**src/rtl/pc_fetch_ctrl.sv**
```systemverilog
// pc_fetch_ctrl: program counter and instruction-fetch sequencer with prioritised redirects.
// Latency: if_addr is the registered pc; inst_valid is combinational in the ack cycle.
// Backpressure: if_req/if_addr hold until if_ack; stall only gates issue of a new fetch.
module pc_fetch_ctrl #(
  parameter int unsigned       ADDR_W    = 32,
  parameter logic [ADDR_W-1:0] RESET_VEC = 32'h80000000,
  parameter logic [ADDR_W-1:0] EXC_VEC   = 32'h80000380
) (
  input  logic              clk,
  input  logic              rst,
  input  logic              stall,
  input  logic              exc_valid,
  input  logic [ADDR_W-1:0] exc_target,
  input  logic              br_valid,
  input  logic [ADDR_W-1:0] br_target,
  input  logic              jr_valid,
  input  logic [ADDR_W-1:0] jr_target,
  input  logic              j_valid,
  input  logic [ADDR_W-1:0] j_target,
  output logic              if_req,
  output logic [ADDR_W-1:0] if_addr,
  input  logic              if_ack,
  output logic              inst_valid,
  output logic [ADDR_W-1:0] inst_pc,
  output logic [ADDR_W-1:0] pc_plus4,
  output logic              align_err,
  output logic [ADDR_W-1:0] bad_vaddr
);

  typedef enum logic [1:0] {
    BOOT = 2'd0,
    IDLE = 2'd1,
    REQ  = 2'd2
  } state_t;

  state_t            state_q, state_d;
  logic [ADDR_W-1:0] pc_q, pc_d;
  logic              pend_valid_q, pend_valid_d;
  logic              pend_is_exc_q, pend_is_exc_d;
  logic [ADDR_W-1:0] pend_target_q, pend_target_d;
  logic              align_err_q, align_err_d;
  logic [ADDR_W-1:0] bad_vaddr_q, bad_vaddr_d;

  logic              redir_vld;
  logic              redir_exc;
  logic              redir_misaligned;
  logic              redir_take;
  logic [ADDR_W-1:0] redir_raw;
  logic [ADDR_W-1:0] redir_target;
  logic [ADDR_W-1:0] pc_inc;

  assign pc_inc = pc_q + ADDR_W'(4);

  // Pick the highest-priority redirect and replace misaligned targets with the fault vector.
  always_comb begin
    redir_vld = exc_valid | br_valid | jr_valid | j_valid;
    redir_exc = exc_valid;
    redir_raw = j_target;
    if (exc_valid) begin
      redir_raw = exc_target;
    end else if (br_valid) begin
      redir_raw = br_target;
    end else if (jr_valid) begin
      redir_raw = jr_target;
    end
    redir_misaligned = redir_vld && (redir_raw[1:0] != 2'b00);
    redir_target     = redir_misaligned ? EXC_VEC : redir_raw;
    // An alignment fault is exception class; a pending exception shields against anything lower.
    redir_take = redir_vld &&
                 !(pend_valid_q && pend_is_exc_q && !(redir_exc || redir_misaligned));
  end

  // Next-state, next-pc and pending-redirect bookkeeping.
  always_comb begin
    state_d       = state_q;
    pc_d          = pc_q;
    pend_valid_d  = pend_valid_q;
    pend_is_exc_d = pend_is_exc_q;
    pend_target_d = pend_target_q;
    align_err_d   = 1'b0;
    bad_vaddr_d   = bad_vaddr_q;

    if (redir_take && redir_misaligned) begin
      align_err_d = 1'b1;
      bad_vaddr_d = redir_raw;
    end

    case (state_q)
      BOOT: begin
        state_d = IDLE;
        if (redir_take) pc_d = redir_target;
      end
      IDLE: begin
        if (!stall) state_d = REQ;
        if (redir_take) pc_d = redir_target;
      end
      REQ: begin
        if (if_ack) begin
          state_d       = stall ? IDLE : REQ;
          pend_valid_d  = 1'b0;
          pend_is_exc_d = 1'b0;
          if (redir_take) begin
            pc_d = redir_target;
          end else if (pend_valid_q) begin
            pc_d = pend_target_q;
          end else begin
            pc_d = pc_inc;
          end
        end else if (redir_take) begin
          // Fetch still outstanding: park the redirect until the ack arrives.
          pend_valid_d  = 1'b1;
          pend_target_d = redir_target;
          pend_is_exc_d = redir_exc || redir_misaligned;
        end
      end
      default: state_d = BOOT;
    endcase
  end

  // State and datapath registers with asynchronous reset.
  always_ff @(posedge clk or posedge rst) begin
    if (rst) begin
      state_q       <= BOOT;
      pc_q          <= RESET_VEC;
      pend_valid_q  <= 1'b0;
      pend_is_exc_q <= 1'b0;
      pend_target_q <= '0;
      align_err_q   <= 1'b0;
      bad_vaddr_q   <= '0;
    end else begin
      state_q       <= state_d;
      pc_q          <= pc_d;
      pend_valid_q  <= pend_valid_d;
      pend_is_exc_q <= pend_is_exc_d;
      pend_target_q <= pend_target_d;
      align_err_q   <= align_err_d;
      bad_vaddr_q   <= bad_vaddr_d;
    end
  end

  assign if_req     = (state_q == REQ);
  assign if_addr    = pc_q;
  assign inst_pc    = pc_q;
  assign pc_plus4   = pc_inc;
  assign inst_valid = if_req && if_ack && !(pend_valid_q || redir_vld);
  assign align_err  = align_err_q;
  assign bad_vaddr  = bad_vaddr_q;

endmodule

```
**config.mk**
```make
export PLATFORM = sky130hd
export DESIGN_NAME = pc_fetch_ctrl
export DESIGN_NICKNAME = d
export VERILOG_FILES = /design/src/rtl/pc_fetch_ctrl.sv
export SDC_FILE = /design/constraint.sdc
export NUM_CORES = 1
export LEC_CHECK = 0
export CORE_AREA = 3 3 129 131
export CTS_BUF_LIST = sky130_fd_sc_hd__clkbuf_8
export DETAILED_ROUTE_END_ITERATION = 6
export DIE_AREA = 0 0 132 134
export MAX_ROUTING_LAYER = met4
export PLACE_DENSITY = 0.79
export SLEW_MARGIN = 40
export SYNTH_ARGS = -nofsm -noshare
export SYNTH_HDL_FRONTEND = slang
export SYNTH_SLANG_ARGS = --single-unit
```
**constraint.sdc**
```tcl
create_clock -name clk -period 3 [get_ports clk]
set_input_delay 0.45 -clock clk [delete_from_list [all_inputs] [get_ports clk]]
set_output_delay 0.45 -clock clk [all_outputs]
set_load 0.02 [all_outputs]
```
==> results.sh <==
export IMPL_fp_dieArea_mm2=0.0177
export IMPL_netlist_area_mm2=0.00625
export IMPL_crit_slowest_cell="dfrtp_2"
export IMPL_yosys_warnings=0
export IMPL_setup_viol=0
export IMPL_final_hold_viol_count=0
export IMPL_finalCritPeriodShare=0.950
export IMPL_cp_required_ns=2.55
export IMPL_relSlewSlack=0.550
export IMPL_htreeDepth=3
export IMPL_ys_types=57
export IMPL_cp_end_kind="output pin"
export IMPL_vias_per_cell=5.21
export IMPL_max_freq_mhz=351
export IMPL_finalNonFillerCells=1162
export IMPL_syn_inst=704
export IMPL_rows=46
export IMPL_r2r_cells=8
export IMPL_firstDrtPassIters=5
export IMPL_ioPinCount=267
export IMPL_power_density_mw_per_mm2=812
export IMPL_critical_path_startpoint_type="flop"
export IMPL_wl_per_cell_um=17.4
export IMPL_tns_ns=0
export IMPL_highest_layer="met4"
export IMPL_vdd_drop_max_mv=0.335
export IMPL_overflow=0
export IMPL_port_buffers=266
export IMPL_clock_sinks=101
export IMPL_p_leak_nw=4.00
export IMPL_core_area_mm2=0.0157
export IMPL_grt_usage=0.230
export IMPL_grt_pass1_wl_um=31700
export IMPL_wl_met3_um=1240
export IMPL_grt_pass1_vias=5923
export IMPL_crit_type="flop to output pin"
export IMPL_syn_mean_instance_area_um2=8.87
export IMPL_slew_viol_final=0
export IMPL_layout_min_cycle_time_ns=2.85
export IMPL_min_path_cells=2
export IMPL_drv_cap=0
export IMPL_clock_skew_ns=0.00975
export IMPL_cts_path_max_buffers=2
export IMPL_status="finished clean"
export IMPL_start_util=0.398
export IMPL_drt_iter0_markers=449
export IMPL_clock_root_buffer="clkbuf_8"
export IMPL_postRouteAntennaNets=0
export IMPL_die_y_um=134
export IMPL_hold_buffers=0
export IMPL_routed_wl_met2_um=9510
export IMPL_cts_tree="done"
export IMPL_final_area_mm2=0.00933
export IMPL_dpl_hpwl_um=15400
export IMPL_fp_dieW_um=132
export IMPL_grt_max_degree=102
export IMPL_power_total_mw=7.57
export IMPL_cts_clk_slew_worst_paths_ns=0.10
export IMPL_place_congestion=0.874
export IMPL_postRouteWirelength_um=20200
export IMPL_synth_seq_cells=101
export IMPL_synth_top_flop_cell="dfrtp_1"
export IMPL_cp_arrival_ns=2.40
export IMPL_diodes=0
export IMPL_clock_latency_ns=0.37
export IMPL_drive_gt1_frac=0.106
export IMPL_max_stage_delay_ns=0.45
export IMPL_antenna_found_initial=0
export IMPL_dp_cells=1143
export IMPL_cp_max_fo=7
export IMPL_nets=1078
export IMPL_min_path_type="flop to flop"
export IMPL_rsz0062_at_grt="no"
export IMPL_placed_cell_area_mm2=0.00907
export IMPL_route_detailed_drc=0
export IMPL_wl_met1_um=9130
export IMPL_yosysSeqAreaShare=0.405
export IMPL_dr_total_vias=6052
export IMPL_areaGrowthSynthToFinish_pct=49.4
export IMPL_async_flop_share=1.00
export IMPL_worst_pin_slew_ns=0.656
export IMPL_cts_buffers=9
export IMPL_synth_edf_count=0
export IMPL_synth_nets=841
export IMPL_critical_path_cell_chain="ha_1 -> nand2_1 -> nor4_2 -> and3_1 -> xor2_1 -> dlygate4sd2_1"
## repair_timing
item / CTS / global route
gates resized for setup: 21 / 8
buffers inserted: 1 / 2
endpoints found under the setup margin: 18 / 6
pin swaps: 1 / 1
## stage by stage
step / hold WS [ns] / setup WS (ns) / utilization
global route: 0.502 / 0.0169 / 0.594
detailed placement: 0.457 / -0.0217 / 0.577
finish: 0.478 / 0.150 / 0.594
CTS: 0.480 / 0.0113 / 0.591
floorplan: 0.440 / 0.432 / -
global placement: 0.450 / 0.0870 / 0.575
## registers in the layout (all words and copies together) (netlist names)
signal and flops:
if_addr 32, pend_is_exc_q 1, pend_valid_q 1, pend_target_q 32, align_err 1, bad_vaddr 32, state_q 2
## cell type report
class / count / area [µm²]
Tap cell: 216 / 270
Clock inverter: 6 / 68.8
Multi-Input combinational cell: 510 / 3230
Fill cell: 1375 / 6380
Sequential cell: 101 / 2540
Timing Repair Buffer: 311 / 3050
Inverter: 8 / 33.8
Clock buffer: 10 / 138
## cells in the mapped netlist (5+ instances only)
library cell | number | area (µm²)
o21ai_0 | 33 | 165
mux2_2 | 6 | 67.6
o31ai_1 | 27 | 203
xnor2_1 | 17 | 149
a21oi_1 | 50 | 250
mux2i_1 | 59 | 591
nand3_1 | 11 | 55.1
nand2b_1 | 18 | 113
clkbuf_1 | 30 | 113
o221ai_1 | 5 | 43.8
nand2_1 | 95 | 357
buf_4 | 35 | 263
o211ai_1 | 13 | 97.6
o21a_1 | 19 | 143
buf_2 | 11 | 55.1
nor3_1 | 10 | 50.1
dfrtp_1 | 100 | 2500
o21ai_1 | 10 | 50.1
inv_1 | 6 | 22.5
xor2_1 | 11 | 96.3
and3_1 | 5 | 31.3
nor2_1 | 64 | 240
nand4_1 | 6 | 37.5
buf_1 | 5 | 18.8
## cells in the final DEF, fill, tap and decap left out, types with 10 or more instances in the layout
master           synthesis  final
o21ai_0                 33     33
o211ai_1                13     13
o21a_1                  19     19
clkbuf_8                 0     10
clkdlybuf4s50_1          0    245
xor2_1                  11     11
o31ai_1                 27     27
nand2b_1                18     18
xnor2_1                 17     17
dfrtp_1                100     93
dlygate4sd2_1            0     13
buf_4                   35     38
a21oi_1                 50     50
nor2_1                  64     64
nand2_1                 95     95
mux2i_1                 59     59
nor3_1                  10     10
## power breakdown
part	switching (mW)	total, mW	internal, mW
Clock	0.501	0.917	0.417
Sequential	0.371	2.21	1.84
Combinational	2.37	4.44	2.08
Total	3.24	7.57	4.33
## kinds of logic after synthesis
family | synth area share
and+or+nand+nor | 0.171
AOI/OAI and AO/OA | 0.188
DFF | 0.405
muxes | 0.110
adders and majority gates | 0.00200
xor gates and xnor gates | 0.0393
buffers and inverters | 0.0839
## worst max-delay path: cells and delay by family (launching register included)
family	cells	cell delay (ns)
simple gates	3	0.71
flops	1	0.45
buf+inv	1	0.37
fa+ha+maj	1	0.28
xor+xnor	1	0.23
## metal layers
layer	vias up	track usage
met2	244	0.359
met4	0	0.0671
met1	2863	0.309
li1	2923	-
met5	-	-
met3	22	0.0409
## worst paths after layout
path	from	to	slack (ns)
max	if_addr[3]$_DFFE_PP0P_	pc_plus4[16]	0.15
min	pend_target_q[11]$_DFFE_PP0P_	pend_target_q[11]$_DFFE_PP0P_	0.48
max reg2reg	state_q[1]$_DFFE_PP0P_	if_addr[0]$_DFFE_PP0P_	0.85
min reg2reg	pend_target_q[11]$_DFFE_PP0P_	pend_target_q[11]$_DFFE_PP0P_	0.48
max in group asynchronous	rst	if_addr[20]$_DFFE_PP0P_	1.99
min in group asynchronous	rst	pend_target_q[4]$_DFFE_PP0P_	0.58
Power figures use the tool's default switching activity.
